File: src/rtl/cmos_pkg.sv
// Shared types and word layout for the CMOS capture front end.
package cmos_pkg;

  localparam int CNT_W_DEF = 16;

  typedef enum logic [1:0] {
    IDLE     = 2'd0,
    WAIT_SOF = 2'd1,
    CAPTURE  = 2'd2,
    DONE     = 2'd3
  } state_t;

  localparam int LO_PIX_LSB = 0;
  localparam int LO_PIX_MSB = 15;
  localparam int HI_PIX_LSB = 16;
  localparam int HI_PIX_MSB = 31;

  function automatic logic [31:0] pack_pair(input logic [15:0] lo, input logic [15:0] hi);
    logic [31:0] w;
    w = '0;
    w[LO_PIX_MSB:LO_PIX_LSB] = lo;
    w[HI_PIX_MSB:HI_PIX_LSB] = hi;
    return w;
  endfunction

endpackage

File: src/rtl/cmos_sync_edge.sv
// Registered edge detector for a sync line of configurable active level.
// rise is combinational from the live input: high for the single cycle the line enters its active level.
module cmos_sync_edge #(
  parameter bit POL = 1'b1
) (
  input  logic clk,
  input  logic rst,
  input  logic sync,
  output logic rise
);

  logic level;
  logic level_q;

  assign level = (sync == POL);

  always_ff @(posedge clk or posedge rst) begin
    if (rst) level_q <= 1'b0;
    else     level_q <= level;
  end

  assign rise = level & ~level_q;

endmodule

File: src/rtl/cmos_frame_packer.sv
// Captures one armed frame between two VSYNC rises, packs pixel pairs into 32-bit words with SOF/EOF.
// Words emerge one completion (or the closing VSYNC) after being staged; a push into a busy output register is dropped and flagged.
module cmos_frame_packer
  import cmos_pkg::*;
#(
  parameter int CNT_W     = CNT_W_DEF,
  parameter bit VSYNC_POL = 1'b1,
  parameter bit HSYNC_POL = 1'b1
) (
  input  logic             cmos_clk_i,
  input  logic             cmos_rst_i,
  input  logic [15:0]      cmos_data_i,
  input  logic             cmos_vsync_i,
  input  logic             cmos_hsync_i,
  input  logic             cmos_valid_i,
  input  logic             arm_i,
  input  logic             abort_i,
  output logic [31:0]      out_dat_o,
  output logic             out_sof_o,
  output logic             out_eof_o,
  output logic             out_valid_o,
  input  logic             out_ready_i,
  output logic             busy_o,
  output logic             done_o,
  output logic             overflow_o,
  output logic             odd_o,
  output logic [CNT_W-1:0] frame_cnt_o,
  output logic [CNT_W-1:0] line_cnt_o,
  output logic [CNT_W-1:0] word_cnt_o
);

  state_t      state;
  state_t      state_nxt;
  logic        vs_rise;
  logic        hs_rise;
  logic [15:0] half_dat;
  logic        half_vld;
  logic [31:0] stg_dat;
  logic        stg_vld;
  logic        stg_sof;
  logic        sof_pend;
  logic        push;
  logic        push_eof;
  logic        clr;
  logic        out_free;

  cmos_sync_edge #(.POL(VSYNC_POL)) u_vs_edge (
    .clk  (cmos_clk_i),
    .rst  (cmos_rst_i),
    .sync (cmos_vsync_i),
    .rise (vs_rise)
  );

  cmos_sync_edge #(.POL(HSYNC_POL)) u_hs_edge (
    .clk  (cmos_clk_i),
    .rst  (cmos_rst_i),
    .sync (cmos_hsync_i),
    .rise (hs_rise)
  );

  assign out_free = ~out_valid_o | out_ready_i;
  assign busy_o   = (state == WAIT_SOF) || (state == CAPTURE);
  assign done_o   = (state == DONE);

  always_ff @(posedge cmos_clk_i or posedge cmos_rst_i) begin
    if (cmos_rst_i) state <= IDLE;
    else            state <= state_nxt;
  end

  always_comb begin
    state_nxt = state;
    push      = 1'b0;
    push_eof  = 1'b0;
    clr       = 1'b0;
    if (abort_i) begin
      state_nxt = IDLE;
    end else begin
      case (state)
        IDLE, DONE: begin
          if (arm_i) begin
            state_nxt = WAIT_SOF;
            clr       = 1'b1;
          end
        end
        WAIT_SOF: begin
          if (vs_rise) state_nxt = CAPTURE;
        end
        CAPTURE: begin
          if (vs_rise) begin
            state_nxt = DONE;
            push      = stg_vld;
            push_eof  = 1'b1;
          end else if (cmos_valid_i && half_vld && stg_vld) begin
            // a new word completes while one is still staged: the staged one leaves first
            push = 1'b1;
          end
        end
        default: state_nxt = IDLE;
      endcase
    end
  end

  always_ff @(posedge cmos_clk_i or posedge cmos_rst_i) begin
    if (cmos_rst_i) begin
      out_dat_o   <= '0;
      out_sof_o   <= 1'b0;
      out_eof_o   <= 1'b0;
      out_valid_o <= 1'b0;
      overflow_o  <= 1'b0;
      odd_o       <= 1'b0;
      frame_cnt_o <= '0;
      line_cnt_o  <= '0;
      word_cnt_o  <= '0;
      half_dat    <= '0;
      half_vld    <= 1'b0;
      stg_dat     <= '0;
      stg_vld     <= 1'b0;
      stg_sof     <= 1'b0;
      sof_pend    <= 1'b0;
    end else begin
      if (vs_rise) frame_cnt_o <= frame_cnt_o + CNT_W'(1);

      if (out_ready_i) out_valid_o <= 1'b0;
      if (push) begin
        if (out_free) begin
          out_valid_o <= 1'b1;
          out_dat_o   <= stg_dat;
          out_sof_o   <= stg_sof;
          out_eof_o   <= push_eof;
          if (word_cnt_o != '1) word_cnt_o <= word_cnt_o + CNT_W'(1);
        end else begin
          overflow_o <= 1'b1;
        end
      end

      if (state == CAPTURE && hs_rise && line_cnt_o != '1)
        line_cnt_o <= line_cnt_o + CNT_W'(1);

      if (clr) begin
        overflow_o <= 1'b0;
        odd_o      <= 1'b0;
        line_cnt_o <= '0;
        word_cnt_o <= '0;
      end

      if (abort_i) begin
        half_vld <= 1'b0;
        stg_vld  <= 1'b0;
      end else if (state == WAIT_SOF && vs_rise) begin
        half_vld <= cmos_valid_i;
        half_dat <= cmos_data_i;
        stg_vld  <= 1'b0;
        sof_pend <= 1'b1;
      end else if (state == CAPTURE) begin
        if (vs_rise) begin
          half_vld <= 1'b0;
          stg_vld  <= 1'b0;
          if (half_vld) odd_o <= 1'b1;
        end else if (cmos_valid_i) begin
          if (!half_vld) begin
            half_dat <= cmos_data_i;
            half_vld <= 1'b1;
          end else begin
            half_vld <= 1'b0;
            stg_dat  <= pack_pair(half_dat, cmos_data_i);
            stg_vld  <= 1'b1;
            stg_sof  <= sof_pend;
            sof_pend <= 1'b0;
          end
        end
      end
    end
  end

endmodule

File: config.mk
export PLATFORM = sky130hd
export DESIGN_NAME = cmos_frame_packer
export DESIGN_NICKNAME = d
export VERILOG_FILES = /design/src/rtl/cmos_pkg.sv /design/src/rtl/cmos_sync_edge.sv /design/src/rtl/cmos_frame_packer.sv
export SDC_FILE = /design/constraint.sdc
export NUM_CORES = 1
export LEC_CHECK = 0
export ABC_CLOCK_PERIOD_IN_PS = 5800
export BUFFER_PORTS_ARGS = -buffer_cell sky130_fd_sc_hd__buf_2
export CAP_MARGIN = 10
export CORE_MARGIN = 3
export CORE_UTILIZATION = 55
export DETAILED_ROUTE_END_ITERATION = 12
export MAX_ROUTING_LAYER = met4
export PLACE_DENSITY = 0.79
export SYNTH_ARGS = -nofsm -noshare
export SYNTH_HDL_FRONTEND = slang
export SYNTH_HIERARCHICAL = 1
export SYNTH_SLANG_ARGS = --single-unit
File: constraint.sdc
create_clock -name cmos_clk_i -period 5.8 [get_ports cmos_clk_i]
set_input_delay 1.16 -clock cmos_clk_i [delete_from_list [all_inputs] [get_ports cmos_clk_i]]
set_output_delay 1.16 -clock cmos_clk_i [all_outputs]
set_load 0.01 [all_outputs]
==> results_dict.tcl, run 1 <==
set metrics [dict create \
    seq_area_um2 3530 \
    ctsResizeCount 0 \
    worstRegToRegCells 6 \
    dp.cells 806 \
    start_util_pct 56.6 \
    synth-edff-count 0 \
    power.density_nw_per_um2 356 \
    synth_area_um2 6190 \
    layout_setup_ws_ns 2.36 \
    syn_inst 578 \
    synth_seq_area_share_pct 57.0 \
    worst_slew_margin_rel_pct 29.6 \
    hold_path_end "out_dat_o[7]$_DFFE_PP0P_" \
    final_max_slew_viol_count 0 \
    dieArea_um2 12600 \
    grt_max_degree 104 \
    wire_per_inst_um 16.2 \
    gp_congestion 0.855 \
    p_leak_nw 3.84 \
    outcome "finished clean" \
    diodes 0 \
    cp.required_ns 6.12 \
    rows 38 \
    ys_seq_elements 141 \
    finalCriticalPeriod_ns 3.44 \
    clkSinkCount 141 \
    cp_cell_sequence "buf_2, nor2b_4, a21oi_2, or4_2, or4_1, a21oi_1" \
    htree_levels 4 \
    cpPeakStageDelay_ns 1.19 \
    instances_no_fill 837 \
    cts-buffers-inserted 17 \
    grt_overflow_total 0 \
    insertion_delay_ns 0.41 \
    drtIter0Drc 452 \
    reg2reg_to "word_cnt_o[3]$_DFFE_PP0P_" \
    fp.coreArea_um2 10900 \
    portBuffers 110 \
    drive_gt1_share_pct 29.3 \
    crit_path_end_kind "flop" \
    grt_pass1_vias 4886 \
    critical-path-top-delay-family "simple AND/OR/NAND/NOR gates" \
    syn_nets 609 \
    crit_path_top_delay_cell "or4_2" \
    placed_cell_area_um2 6860 \
    dp_hpwl_um 9040 \
    nets 717 \
    critical_path_class "primary input to flop" \
    pre_cts_ws_ns 1.95 \
    setup_tns_ns 0 \
    num_vias 4821 \
    drt-vias-per-instance 5.76 \
    fmax_mhz 291 \
    drc 0 \
    totalPowerFinal_mw 2.65 \
    setup_viol 0 \
    yosysWarnings 6 \
    worstHoldStart "stg_dat[7]$_DFFE_PP0P_" \
    peakVddDrop_mv 0.260 \
    rsz0062_at_grt "false" \
    die_h_um 112 \
    critical_path_peak_fanout 59 \
    cts_root_buf "clkbuf_16" \
    cts_tree "yes" \
    io_pins 111 \
    r2r_setup_slack_ns 2.49 \
    cp-start-kind "primary input" \
    clk_path_buf_depth 2 \
    antenna_found_initial 0 \
    dr.pass1.iters 4 \
    worstMarginPinSlew_ns 1.06 \
    async_flop_share_pct 100 \
    design_area_um2 7440 \
    cp_data_arrival_time_ns 3.76 \
    syn_to_final_growth_pct 20.3 \
    drv_cap 0 \
    die_w_um 112 \
    clk_transition_reported_paths_ns 0.06 \
    track_usage_pct 23.3 \
    r2r_start "state[0]$_DFFE_PP0P_" \
    fillers 893 \
    hold_class "flop to flop" \
    finalHoldViolCount 0 \
    post_synth.cell_area_avg_um2 10.7 \
    synth_ff_type "dfrtp_1" \
    ctsHoldBuffers 0 \
    final_cell_mix "141 x dfrtp_1, 137 x nand2_1, 110 x buf_2" \
    drt_wl_total_um 13600 \
    multi_input_area_um2 2530 \
    worst-path-buf-inv 1 \
    detail-route-antenna-nets 0 \
    final_common_cell "dfrtp_1" \
    grt_pass1_wl_um 23000 \
    ys_types 44 \
    cts_setup_buffers 0 \
    post-route-period-util_pct 59.3 \
    fin_skew_ns 0.00938 \
    holdPathStages 2 \
]
-- registers in the layout, summed over array words and instances, names as in the netlist, 2 cells and up --
register     flops
out_dat_o       32
stg_dat         32
half_dat        16
word_cnt_o      16
line_cnt_o      16
frame_cnt_o     16
state            2
-- per-layer routing --
| layer | wire length, µm | global-route usage, % | up-vias |
|---|---|---|---|
| met5 | 0 | - | - |
| li1 | - | - | 2246 |
| met1 | 5680 | 27.8 | 2433 |
| met4 | 101 | 7.93 | 0 |
| met2 | 7010 | 38.2 | 134 |
| met3 | 790 | 6.85 | 8 |
-- worst max-delay path by stage --
stage	startpoint	endpoint	slack, ns	cells past startpoint
6_report	cmos_vsync_i	word_cnt_o[3]$_DFFE_PP0P_	2.36	6
4_1_cts	cmos_vsync_i	word_cnt_o[4]$_DFFE_PP0P_	2.41	6
3_3_place_gp	cmos_vsync_i	word_cnt_o[3]$_DFFE_PP0P_	2.05	6
2_1_floorplan	cmos_rst_i	frame_cnt_o[0]$_DFFE_PP0P_	0.92	1
3_5_place_dp	cmos_vsync_i	word_cnt_o[12]$_DFFE_PP0P_	1.95	6
5_1_grt	cmos_vsync_i	word_cnt_o[10]$_DFFE_PP0P_	2.23	6
-- cell type report --
type / instances / share of cell area (%)
clock buffers: 22 / 6.64
inverters: 10 / 0.572
repair buffers: 115 / 7.90
well taps: 140 / 2.35
flip-flops and latches: 141 / 47.4
multi-input cells: 401 / 34.0
clock inverters: 8 / 1.09
-- tightest hold or removal path, stage by stage, from the launching register on --
cell and delay [ns]:
dfrtp_1 0.33, nand2_1 0.05, nand2_1 0.05
-- kinds of logic after synthesis --
logic type                 Yosys count  share of synthesized area (%)
muxes                               59                           10.6
buffers and inverters               36                           2.32
and+or+nand+nor                    250                           19.5
adders and majority gates            7                           1.42
AOI/OAI and AO/OA                   70                           7.12
xor gates and xnor gates            15                           2.12
DFF                                141                           57.0
-- through the flow --
stage	util, %	hold WS [ns]
final	68.1	0.463
after floorplan	-	0.433
after CTS	68.0	0.468
after global placement	62.7	0.450
after global routing	68.1	0.489
after detailed placement	62.7	0.454
-- cell usage after synthesis (2+ instances only) --
library cell | count | share of area [%]
and2_1 | 3 | 0.30
a21oi_1 | 23 | 1.9
xnor2_1 | 8 | 1.1
and3_1 | 7 | 0.71
o31ai_1 | 10 | 1.2
o211ai_1 | 2 | 0.24
a41o_1 | 2 | 0.32
nor2b_4 | 2 | 0.44
inv_1 | 10 | 0.61
o21ai_0 | 15 | 1.2
ha_1 | 7 | 1.4
or3_1 | 3 | 0.30
mux2i_1 | 9 | 1.5
nor4_1 | 7 | 0.71
mux2_2 | 50 | 9.1
nor3_1 | 7 | 0.57
nand3_1 | 14 | 1.1
dfrtp_1 | 141 | 57
nand3b_1 | 2 | 0.24
xor2_1 | 7 | 0.99
or4_1 | 12 | 1.5
a211oi_1 | 3 | 0.36
a2111oi_0 | 2 | 0.28
nand2b_1 | 9 | 0.91
and4_1 | 6 | 0.85
nand2_1 | 137 | 8.3
nor2_1 | 19 | 1.2
nand4_1 | 18 | 1.8
a31oi_1 | 6 | 0.61
clkbuf_1 | 23 | 1.4
-- where the power goes --
part	switching [mW]	leakage [nW]	internal, mW	total (mW)
combinational	0.193	1.65	0.178	0.372
clock	0.398	0.281	0.644	1.04
sequential	0.104	1.91	1.13	1.24
Power figures use the tool's default switching activity.
==> run 2: changes to the inputs <==
- ABC_CLOCK_PERIOD_IN_PS: 5800 -> 2860
- CORE_UTILIZATION: 55 -> 50
- PLACE_DENSITY: 0.79 -> 0.76
- clock period: 5.8 -> 2.86 ns (I/O delays scaled with it)
==> run 2 against run 1 <==
Compared with the run above: hold slack got worse by 0.44 ns; largest power group unchanged; register-to-register slack got worse by 2.2 ns; core utilization down 4.9 points.
==> results_dict.tcl, run 2 (same netlist as run 1, synthesis figures left out) <==
set metrics [dict create \
    ctsHoldBuffers 0 \
    clk_path_buf_depth 2 \
    totalPowerFinal_mw 5.56 \
    insertion_delay_ns 0.42 \
    dr.pass1.iters 5 \
    wire_per_inst_um 16.0 \
    fp.coreArea_um2 12100 \
    grt_overflow_total 0 \
    final_util_pct 63.2 \
    rsz0062_at_grt "false" \
    antenna_found_initial 0 \
    htree_levels 4 \
    top_regs "out_dat_o (32), stg_dat (32)" \
    power.density_nw_per_um2 729 \
    p_leak_nw 3.92 \
    outcome "finished clean" \
    die_h_um 117 \
    drc 0 \
    grt_use_met1_pct 27.1 \
    pre_cts_ws_ns 0.237 \
    cts_tree "yes" \
    clk_transition_reported_paths_ns 0.06 \
    dp_hpwl_um 9500 \
    post-route-period-util_pct 88.9 \
    instances_no_fill 877 \
    placed_cell_area_um2 7000 \
    cts_setup_buffers 0 \
    num_vias 4807 \
    die_w_um 117 \
    drive_gt1_share_pct 30.3 \
    dieArea_um2 13700 \
    final_common_cell "dfrtp_1" \
    met2_usage_pct 35.0 \
    grt_pass1_wl_um 22900 \
    crit_path_end_kind "flop" \
    worst_slew_margin_rel_pct 56.8 \
    portBuffers 110 \
    rows 40 \
    final_cell_mix "141 x dfrtp_1, 137 x nand2_1, 110 x buf_2" \
    nets 727 \
    grt_pass1_vias 4755 \
    finalCriticalPeriod_ns 2.54 \
    drt_wl_total_um 14100 \
    setup_viol 0 \
    cp_data_arrival_time_ns 2.88 \
    cts-buffers-inserted 17 \
    cp-start-kind "flop" \
    peakVddDrop_mv 0.554 \
    clkSinkCount 141 \
    worstMarginPinSlew_ns 0.643 \
    whs_ns 0.0230 \
    design_area_um2 7620 \
    gp_congestion 0.896 \
    critical_path_class "flop to flop" \
    critical_path_peak_fanout 24 \
    layout_setup_ws_ns 0.319 \
    finalHoldViolCount 0 \
    io_pins 111 \
    use_met3_pct 5.71 \
    syn_to_final_growth_pct 23.2 \
    start_util_pct 51.3 \
    cts_root_buf "clkbuf_16" \
    final_max_slew_viol_count 0 \
    drt-vias-per-instance 5.48 \
    fmax_mhz 393 \
    setup_tns_ns 0 \
    detail-route-antenna-nets 0 \
    hold_class "primary input to asynchronous set/reset pin" \
    grt_max_degree 73 \
    grt_busiest_layer "met2" \
    ctsResizeCount 0 \
    drv_cap 0 \
    track_usage_pct 21.9 \
    dp.cells 845 \
    fin_skew_ns 0.0117 \
    drtIter0Drc 291 \
    diodes 0 \
    cp.required_ns 3.20 \
]
==> run 2: cell types whose count changed in the layout (fill, tap and decap cells not counted) <==
cell / change
clkinv_4: +2
clkinvlp_4: -1
clkinv_2: +2
bufinv_16: +2
buf_12: +2
inv_6: -3
clkbuf_8: -1
buf_4: +8
clkbuf_1: +1
==> run 2: final cells by class <==
cell class | count | area (µm²)
Tap cell | 168 | 210
Sequential cell | 141 | 3530
Inverter | 10 | 41.3
Clock buffer | 22 | 484
Fill cell | 956 | 4440
Timing Repair Buffer | 125 | 688
Multi-Input combinational cell | 401 | 2530
Clock inverter | 10 | 136
==> run 2: metal layers <==
metal | vias up | routed length (µm) | part of all wire [%]
met1 | 2386 | 6140 | 44
met2 | 129 | 6940 | 49
li1 | 2275 | - | -
met4 | 0 | 193 | 1.4
met3 | 17 | 772 | 5.5
met5 | - | 0 | 0
==> run 2: power breakdown <==
| part | switching, mW | internal (mW) | leakage, nW | total (mW) |
|---|---|---|---|---|
| registers | 0.211 | 2.30 | 1.91 | 2.51 |
| clock network | 0.805 | 1.46 | 0.310 | 2.27 |
| logic | 0.397 | 0.381 | 1.70 | 0.778 |
==> run 2: worst paths after layout <==
path,cells past startpoint,slack (ns),start,end
worst max-delay path,7,0.32,state[0]$_DFFE_PP0P_,word_cnt_o[0]$_DFFE_PP0P_
worst min-delay path,2,0.02,cmos_rst_i,u_vs_edge/level_q$_DFF_PP0_
worst max register to register,7,0.32,state[0]$_DFFE_PP0P_,word_cnt_o[0]$_DFFE_PP0P_
worst min register to register,2,0.46,stg_dat[2]$_DFFE_PP0P_,out_dat_o[2]$_DFFE_PP0P_
max in group asynchronous,3,1.88,cmos_rst_i,stg_dat[24]$_DFFE_PP0P_
min in group cmos_clk_i,1,0.28,cmos_vsync_i,u_vs_edge/level_q$_DFF_PP0_
==> run 2: critical path, cell delays in order (launching register included) <==
cell and delay [ns]:
dfrtp_1 0.42, inv_1 0.08, ha_1 0.17, nand2_1 0.14, or4_2 0.90, buf_4 0.27
or3_1 0.34, a21oi_1 0.15
